## config.mk

```make
export PLATFORM = sky130hd
export DESIGN_NAME = btn_input
export DESIGN_NICKNAME = d
export VERILOG_FILES = /design/src/rtl/btn_input_pkg.sv /design/src/rtl/btn_debounce.sv /design/src/rtl/btn_input.sv
export SDC_FILE = /design/constraint.sdc
export NUM_CORES = 1
export LEC_CHECK = 0
export BUFFER_PORTS_ARGS = -buffer_cell sky130_fd_sc_hd__buf_4
export CAP_MARGIN = 10
export CELL_PAD_IN_SITES_DETAIL_PLACEMENT = 1
export CELL_PAD_IN_SITES_GLOBAL_PLACEMENT = 1
export CORE_ASPECT_RATIO = 0.9
export CORE_MARGIN = 2
export CORE_UTILIZATION = 39
export CTS_CLUSTER_DIAMETER = 150
export DETAILED_ROUTE_END_ITERATION = 8
export HOLD_SLACK_MARGIN = 0.08
export MAX_ROUTING_LAYER = met4
export PLACE_DENSITY = 0.85
export SLEW_MARGIN = 0
export SYNTH_ARGS = -nofsm -noshare
export SYNTH_HDL_FRONTEND = slang
export SYNTH_SLANG_ARGS = --single-unit
```

## constraint.sdc

```tcl
create_clock -name clk -period 4.1 [get_ports clk]
set_input_delay 0 -clock clk [delete_from_list [all_inputs] [get_ports clk]]
set_output_delay 0 -clock clk [all_outputs]
set_load 0.01 [all_outputs]
```

## src/rtl/btn_input_pkg.sv

```systemverilog
// Shared types and register offsets for the push-button input peripheral.
package btn_input_pkg;

  typedef logic [7:0] btn_t;
  typedef logic [3:0] wrstb_t;

  localparam logic [1:0] BTN_REG_STATE = 2'd0;
  localparam logic [1:0] BTN_REG_RISE  = 2'd1;
  localparam logic [1:0] BTN_REG_FALL  = 2'd2;
  localparam logic [1:0] BTN_REG_MASK  = 2'd3;

endpackage

```

## src/rtl/btn_debounce.sv

```systemverilog
// One button: 2-FF synchronizer, inversion to active-high, debounce counter.
module btn_debounce #(
  parameter int DEBOUNCE_CYCLES = 270000
) (
  input  logic clk,
  input  logic rst,
  input  logic btn_n,
  output logic state,
  output logic rise,
  output logic fall
);

  localparam int CW = (DEBOUNCE_CYCLES > 1) ? $clog2(DEBOUNCE_CYCLES) : 1;
  localparam logic [CW-1:0] CNT_MAX = CW'(DEBOUNCE_CYCLES - 1);

  logic          sync1_q, sync2_q;
  logic          state_q, state_d;
  logic [CW-1:0] cnt_q, cnt_d;
  logic          synced;
  logic          accept;

  assign synced = ~sync2_q;

  always_comb begin
    state_d = state_q;
    cnt_d   = '0;
    accept  = 1'b0;
    if (synced != state_q) begin
      if (cnt_q == CNT_MAX) begin
        accept  = 1'b1;
        state_d = synced;
      end else begin
        cnt_d = cnt_q + 1'b1;
      end
    end
  end

  // Synchronizer resets to released so a held button is seen as a press.
  always_ff @(posedge clk or posedge rst) begin
    if (rst) begin
      sync1_q <= 1'b1;
      sync2_q <= 1'b1;
      state_q <= 1'b0;
      cnt_q   <= '0;
    end else begin
      sync1_q <= btn_n;
      sync2_q <= sync1_q;
      state_q <= state_d;
      cnt_q   <= cnt_d;
    end
  end

  assign state = state_q;
  assign rise  = accept & synced;
  assign fall  = accept & ~synced;

endmodule

```

## src/rtl/btn_input.sv

```systemverilog
// Button peripheral: debounced state, sticky edge flags (W1C), irq mask.
module btn_input
  import btn_input_pkg::*;
#(
  parameter int CLOCK_FREQUENCY = 27_000_000,
  parameter int DEBOUNCE_CYCLES = CLOCK_FREQUENCY / 100,
  parameter int N_BTN           = 2
) (
  input  logic             clk,
  input  logic             rst,
  input  logic [N_BTN-1:0] btn_n,
  input  logic             sel,
  input  logic [31:0]      addr,
  input  logic [31:0]      wrdata,
  input  wrstb_t           wrstb,
  output logic [31:0]      rddata,
  output logic             irq
);

  logic [N_BTN-1:0] state, rise_ev, fall_ev;
  logic [N_BTN-1:0] rise_q, rise_d;
  logic [N_BTN-1:0] fall_q, fall_d;
  logic [N_BTN-1:0] mask_q, mask_d;
  logic [N_BTN-1:0] rise_clr, fall_clr;
  logic [N_BTN-1:0] wbits, rd_bits;
  logic [31:0]      rddata_q, rddata_d;
  logic             irq_q, irq_d;
  logic             we;
  logic [1:0]       reg_sel;
  logic             unused_bits;

  assign unused_bits = ^{addr[31:4], addr[1:0], wrdata, wrstb[3:1]};

  for (genvar g = 0; g < N_BTN; g++) begin : g_btn
    btn_debounce #(
      .DEBOUNCE_CYCLES(DEBOUNCE_CYCLES)
    ) u_deb (
      .clk  (clk),
      .rst  (rst),
      .btn_n(btn_n[g]),
      .state(state[g]),
      .rise (rise_ev[g]),
      .fall (fall_ev[g])
    );
  end

  assign reg_sel = addr[3:2];
  assign we      = sel & wrstb[0];
  assign wbits   = wrdata[N_BTN-1:0];

  always_comb begin
    rise_clr = '0;
    fall_clr = '0;
    mask_d   = mask_q;
    if (we) begin
      unique case (reg_sel)
        BTN_REG_RISE: rise_clr = wbits;
        BTN_REG_FALL: fall_clr = wbits;
        BTN_REG_MASK: mask_d   = wbits;
        default:      ;
      endcase
    end
    // A new edge outranks a same-cycle clear.
    rise_d = (rise_q & ~rise_clr) | rise_ev;
    fall_d = (fall_q & ~fall_clr) | fall_ev;
  end

  always_comb begin
    rd_bits = '0;
    unique case (reg_sel)
      BTN_REG_STATE: rd_bits = state;
      BTN_REG_RISE:  rd_bits = rise_q;
      BTN_REG_FALL:  rd_bits = fall_q;
      BTN_REG_MASK:  rd_bits = mask_q;
      default:       rd_bits = '0;
    endcase
    rddata_d = '0;
    if (sel) begin
      rddata_d[N_BTN-1:0] = rd_bits;
    end
    irq_d = |((rise_q | fall_q) & mask_q);
  end

  always_ff @(posedge clk or posedge rst) begin
    if (rst) begin
      rise_q   <= '0;
      fall_q   <= '0;
      mask_q   <= '0;
      rddata_q <= '0;
      irq_q    <= 1'b0;
    end else begin
      rise_q   <= rise_d;
      fall_q   <= fall_d;
      mask_q   <= mask_d;
      rddata_q <= rddata_d;
      irq_q    <= irq_d;
    end
  end

  assign rddata = rddata_q;
  assign irq    = irq_q;

endmodule
```

Yosys cells after proc, flatten, opt, wreduce, memory -nomap -nowiden
Cells that the tools add are included.

Bits in read-only memories: 0. Latch bits: 0. Memories kept: 0. Register bits: 53. Logic and storage cells: 56. Output and inout port bits: 33. Memory bits (writable): 0. Input port bits: 73.

Shift operators: 0. Div/mod/pow operators: 0. Multipliers: 0. Equality and inequality tests: 7. Reduce and logical (&&, ||, !) cells: 5. Add/sub/neg operators: 2. Muxes and demuxes: 14. Magnitude comparators: 0. Bitwise operators: 15.

Operators with widths (number): 19-bit two-way mux (4); 19-bit by 1-bit adder with 19-bit output, second input constant (2); 19-bit == test, second input constant (2); 2-bit two-way mux (5); 2-bit one-hot mux with 4 select lines (1); 2-bit bitwise AND (3); 2-bit bitwise OR (3); 2-bit AND reduction (3); 1-bit bitwise AND (5); 2-bit == test, second input constant (2); 1-bit two-way mux (4); 2-bit inverter (2); 2-bit by 1-bit == test with 1-bit output, second input constant (1); 2-bit logical NOT (1); 1-bit != test (2); 1-bit inverter (2); 2-bit OR reduction (1).

Logic depth before layout (Yosys ltp)
Word-level depth: 6. Depth in mapped cells: 6. Gate-level depth less buffers: 5.

By module
A second synthesis with hierarchy kept.

Cells, all modules: 283. Area, all modules: 2875.3 µm².

Modules (own cells, without submodules): btn_debounce (cells an instance 109, sequential area each 553.0 µm², area an instance 1116.1 µm², instances 2); btn_input (cells an instance 65, sequential area each 225.2 µm², area an instance 643.1 µm², instances 1).

Worst setup path before layout
No wires, ideal clock.

Path type: register to register. From: register g_btn[1].u_deb.cnt_q[0]. To: register g_btn[1].u_deb.cnt_q[18]. Required time: 4.022 ns. Data arrival time: 1.653 ns. Stages on the path, launching flop included: 6. Path slack: 2.369 ns. Setup time: 0.078 ns. Clock period less this slack: 1.731 ns. Path buffers: 0. Path through: dfrtp_1 -> ha_1 -> nand4_2 -> or3_1 -> or3_1 -> a21oi_1.

Cells in the longest elaborated chain, start to end: 3. Elaborated cells between the ends (all ways): 4.

Ends and longest elaborated chain: start: declaration (line btn_debounce.sv:18) `logic [CW-1:0] cnt_q, cnt_d;`; start signal: assignment (line btn_debounce.sv:49) `cnt_q <= cnt_d;`; 19-bit by 1-bit adder with 19-bit output or 19-bit == test (tied branches) (line btn_debounce.sv:33, btn_debounce.sv:29); 19-bit two-way mux (*) (line btn_debounce.sv:29) `if (cnt_q == CNT_MAX) begin`; 19-bit two-way mux (*) (line btn_debounce.sv:28) `if (synced != state_q) begin`; via g_btn[1].u_deb.cnt_d[18] (line btn_debounce.sv:18).

The timed path passes the listed nets; every way through them passes the cells marked *. A chain may end at the register's enable or synchronous reset.

Worst setup path in the final report
From: register g_btn[0].u_deb.cnt_q[0]. To: register g_btn[0].u_deb.cnt_q[15].

Cells in the longest elaborated chain, start to end: 3. Elaborated cells between the ends (all ways): 4.

Ends and longest elaborated chain (line): start: declaration (btn_debounce.sv:18); start signal: assignment (btn_debounce.sv:49); 19-bit by 1-bit adder with 19-bit output or 19-bit == test (tied branches) (btn_debounce.sv:33, btn_debounce.sv:29); 19-bit two-way mux (*) (btn_debounce.sv:29); 19-bit two-way mux (*) (btn_debounce.sv:28); via g_btn[0].u_deb.cnt_d[15] (btn_debounce.sv:18).

Marked as above.

==> results.toml <==
[logic_synthesis]
synth_xor_area_share_pct = 9.78
synth_mux_area_share_pct = 3.52
synth_edf_count = 0
yosysWarnings = 0
synthArstFlopShare_pct = 100
synth_top_family_by_area = "simple AND/OR/NAND/NOR gates"
ys_seq_elements = 53
syn_inst = 275
synth-seq-area-share_pct = 48.0
synthSimpleGateAreaFrac_pct = 22.8
syn_area_per_cell_um2 = 10.1
netlist_area_um2 = 2780
synth.distinct_cells = 39
synthAdderAreaFrac_pct = 0.902
synth_flop_cell = "dfrtp_1"
synth-compound-area-share_pct = 4.87

[power_and_ir_drop]
power_frac_clock_pct = 33.8
p_switching_mw = 0.228
p_sw_share_pct = 24.6
power_frac_comb_pct = 7.1
leakagePower_nw = 1.24
p_per_area_nw_per_um2 = 308
ir_worst_vdd_mv = 0.133
seqPwrFrac_pct = 59.1
p_int_mw = 0.697

[clock_tree]
cts_root_buffer = "clkbuf_8"
cts.clk_slew.worst_paths_ns = 0.10
cts_hold_buf = 7
clk_latency_ns = 0.31
clockBufferDepth = 2
tritoncts = "done"
cts.sinks = 53
htreeDepth = 2
cts_resized = 0
post_cts_buffers = 0
numCtsBuffers = 5

[status]
run_status = "finished clean"

[critical_path]
critPathMaxFanout = 18
critPathKind = "flop to flop"
cp_top_family = "compound AO/OA/AOI/OAI gates"
startpoint_type = "flop"
crit_cells = 5
end_kind = "flop"
critPathMaxStageDelay_ns = 0.66
cp.arrival_ns = 2.18
cp_cell_sequence = "ha_1, and3_1, nand4_1, o21ai_2, nor2_1"
worst-r2r-cell-count = 5
cp.required_ns = 4.26
cp_slowest_cell = "o21ai_2"
critPathBufInv = 0

[timing]
finalHoldViolCount = 0
setup_viol = 0
final.setup.worst_slack_ns = 2.08
max_slew_margin_pct = 27.5
finalCriticalPeriod_ns = 2.02
finClkSkew_ns = 0.00964
tns_ns = 0
tightest_slew_ns = 1.09
rsz0062_at_grt = "false"
post-route-period-util_pct = 49.2
slew_violations = 0
timing.fmax_ghz = 0.496

[floorplanning]
dieWidth_um = 92.9
start_util_pct = 39.8
core_um2 = 6970
fp-row-count = 29
die_h_um = 84.0
die-area_um2 = 7810
ios = 106

[cells_and_area]
regArea_um2 = 1330
n_antenna_cell = 0
multi_input_area_um2 = 1270
syn_to_final_growth_pct = 8.39
final_cell_mix = "dfrtp_1, nor2_1, conb_1"
final_layout_size_suffix_gt1_share_pct = 11.8
final_common_cell = "dfrtp_1"
nets = 370
nFillCells = 827

[grt]
grt_pass1_wl_um = 9800
grt_pass1_vias = 2068
grt.total_usage_pct = 16.2
grt_max_degree = 54
grt-ovfl-total = 0
antenna_found_initial = 0

[drt]
via_count = 1979
route.detailed.drc = 0
wl_per_cell_um = 14.7
viasPerCell = 5.09
wl_um = 5700
drtIter0Drc = 59
drt_first_pass_iters = 4
ant_nets = 0

[place]
hpwlAfterDp_um = 4010
gp_congestion = 0.822
portBuffers = 12
post-place-ws_ns = 2.07

[min_path]
hp-class = "primary input to flop"
hold_path_depth = 3

[flow_run]
maxCapViolations = 0
==> metrics by stage <==
| stage | utilization [%] | hold slack [ns] | power (mW) | cells | instance area [um^2] |
|---|---|---|---|---|---|
| 2_1_floorplan | - | 0.00448 | 0.618 | 304 | 2880 |
| 3_3_place_gp | 40.8 | 0.108 | 0.615 | 374 | 2840 |
| 3_5_place_dp | 40.8 | 0.110 | 0.618 | 374 | 2840 |
| 4_1_cts | 43.2 | 0.111 | 0.932 | 389 | 3010 |
| 5_1_grt | 43.2 | 0.113 | 0.961 | 389 | 3010 |
| 6_report | 43.2 | 0.114 | 0.926 | 389 | 3010 |
==> power groups by stage <==
stage               clock network (mW)  logic, mW  registers, mW
floorplan                            0     0.0638          0.554
global placement                     0     0.0595          0.555
detailed placement                   0     0.0613          0.557
CTS                              0.319     0.0668          0.547
global route                     0.338     0.0747          0.549
finish                           0.313     0.0660          0.547
==> layer usage <==
metal  routed length, um  GRT usage, %  vias to the layer above
li1                    -             -                      936
met3                 177          3.07                       12
met4                 116          5.08                        0
met5                   0             -                        -
met1                2540          20.6                      994
met2                2860          26.2                       37
==> sequential cells by signal (all words and copies together) (netlist names) <==
name / cells
g_btn.u_deb.cnt_q: 38
fall_q: 2
mask_q: 2
irq: 1
g_btn.u_deb.sync1_q: 2
rddata: 2
g_btn.u_deb.state: 2
rise_q: 2
g_btn.u_deb.sync2_q: 2
==> tightest hold or removal path: stages <==
cell and delay [ns]:
buf_4 0.12, nand4_1 0.12, mux2_2 0.16
==> final timing paths <==
| kind | slack [ns] | to | startpoint |
|---|---|---|---|
| min in group asynchronous | 0.51 | g_btn[1].u_deb.cnt_q[0]$_DFF_PP0_ | rst |
| hold / removal | 0.11 | mask_q[0]$_DFFE_PP0P_ | wrstb[0] |
| max in group asynchronous | 2.91 | fall_q[1]$_DFF_PP0_ | rst |
| hold reg to reg | 0.36 | g_btn[0].u_deb.sync2_q$_DFF_PP1_ | g_btn[0].u_deb.sync1_q$_DFF_PP1_ |
| setup / recovery | 2.08 | g_btn[0].u_deb.cnt_q[15]$_DFF_PP0_ | g_btn[0].u_deb.cnt_q[0]$_DFF_PP0_ |
| setup reg to reg | 2.08 | g_btn[0].u_deb.cnt_q[15]$_DFF_PP0_ | g_btn[0].u_deb.cnt_q[0]$_DFF_PP0_ |
==> layout make-up <==
| class | count | area share (%) |
|---|---|---|
| well taps | 93 | 3.87 |
| flip-flops and latches | 53 | 44.3 |
| inverters | 8 | 0.998 |
| clock inverters | 2 | 0.458 |
| clock buffers | 6 | 2.75 |
| repair buffers | 19 | 5.32 |
| multi-input cells | 208 | 42.3 |
==> logic make-up (layout without fill, tap and decap cells) <==
logic type                 count (synthesis)  after routing
adders and majority gates                  2              2
buffers and inverters                     43             35
AOI/OAI and AO/OA                         18             18
xor gates and xnor gates                  31             31
and+or+nand+nor                          120            120
DFF                                       53             53
other                                      1             30
muxes                                      7              7
==> synthesized netlist by cell type, types with 2 or more instances <==
library cell  instances  area (um^2)
dfrtp_1              49         1230
nor2_1               44          165
buf_4                30          225
xnor2_1              25          219
nand2_1              17         63.8
nand3_1              12         60.1
nor4_1               12         75.1
nand4_1              11         68.8
inv_1                 8         30.0
xor2_1                6         52.6
o21ai_0               5         25.0
a21oi_1               4         20.0
buf_2                 4         20.0
dfstp_2               4          105
nor3_1                4         20.0
and4_1                3         26.3
mux2i_1               3         30.0
o31ai_1               3         22.5
a22o_1                2         17.5
a32o_1                2         20.0
and2_1                2         12.5
and4b_1               2         20.0
ha_1                  2         25.0
mux2_2                2         22.5
mux4_2                2         45.0
nor4b_1               2         17.5
or3_1                 2         12.5
or4_1                 2         15.0
Note: power is estimated with default switching activity, not from simulation.
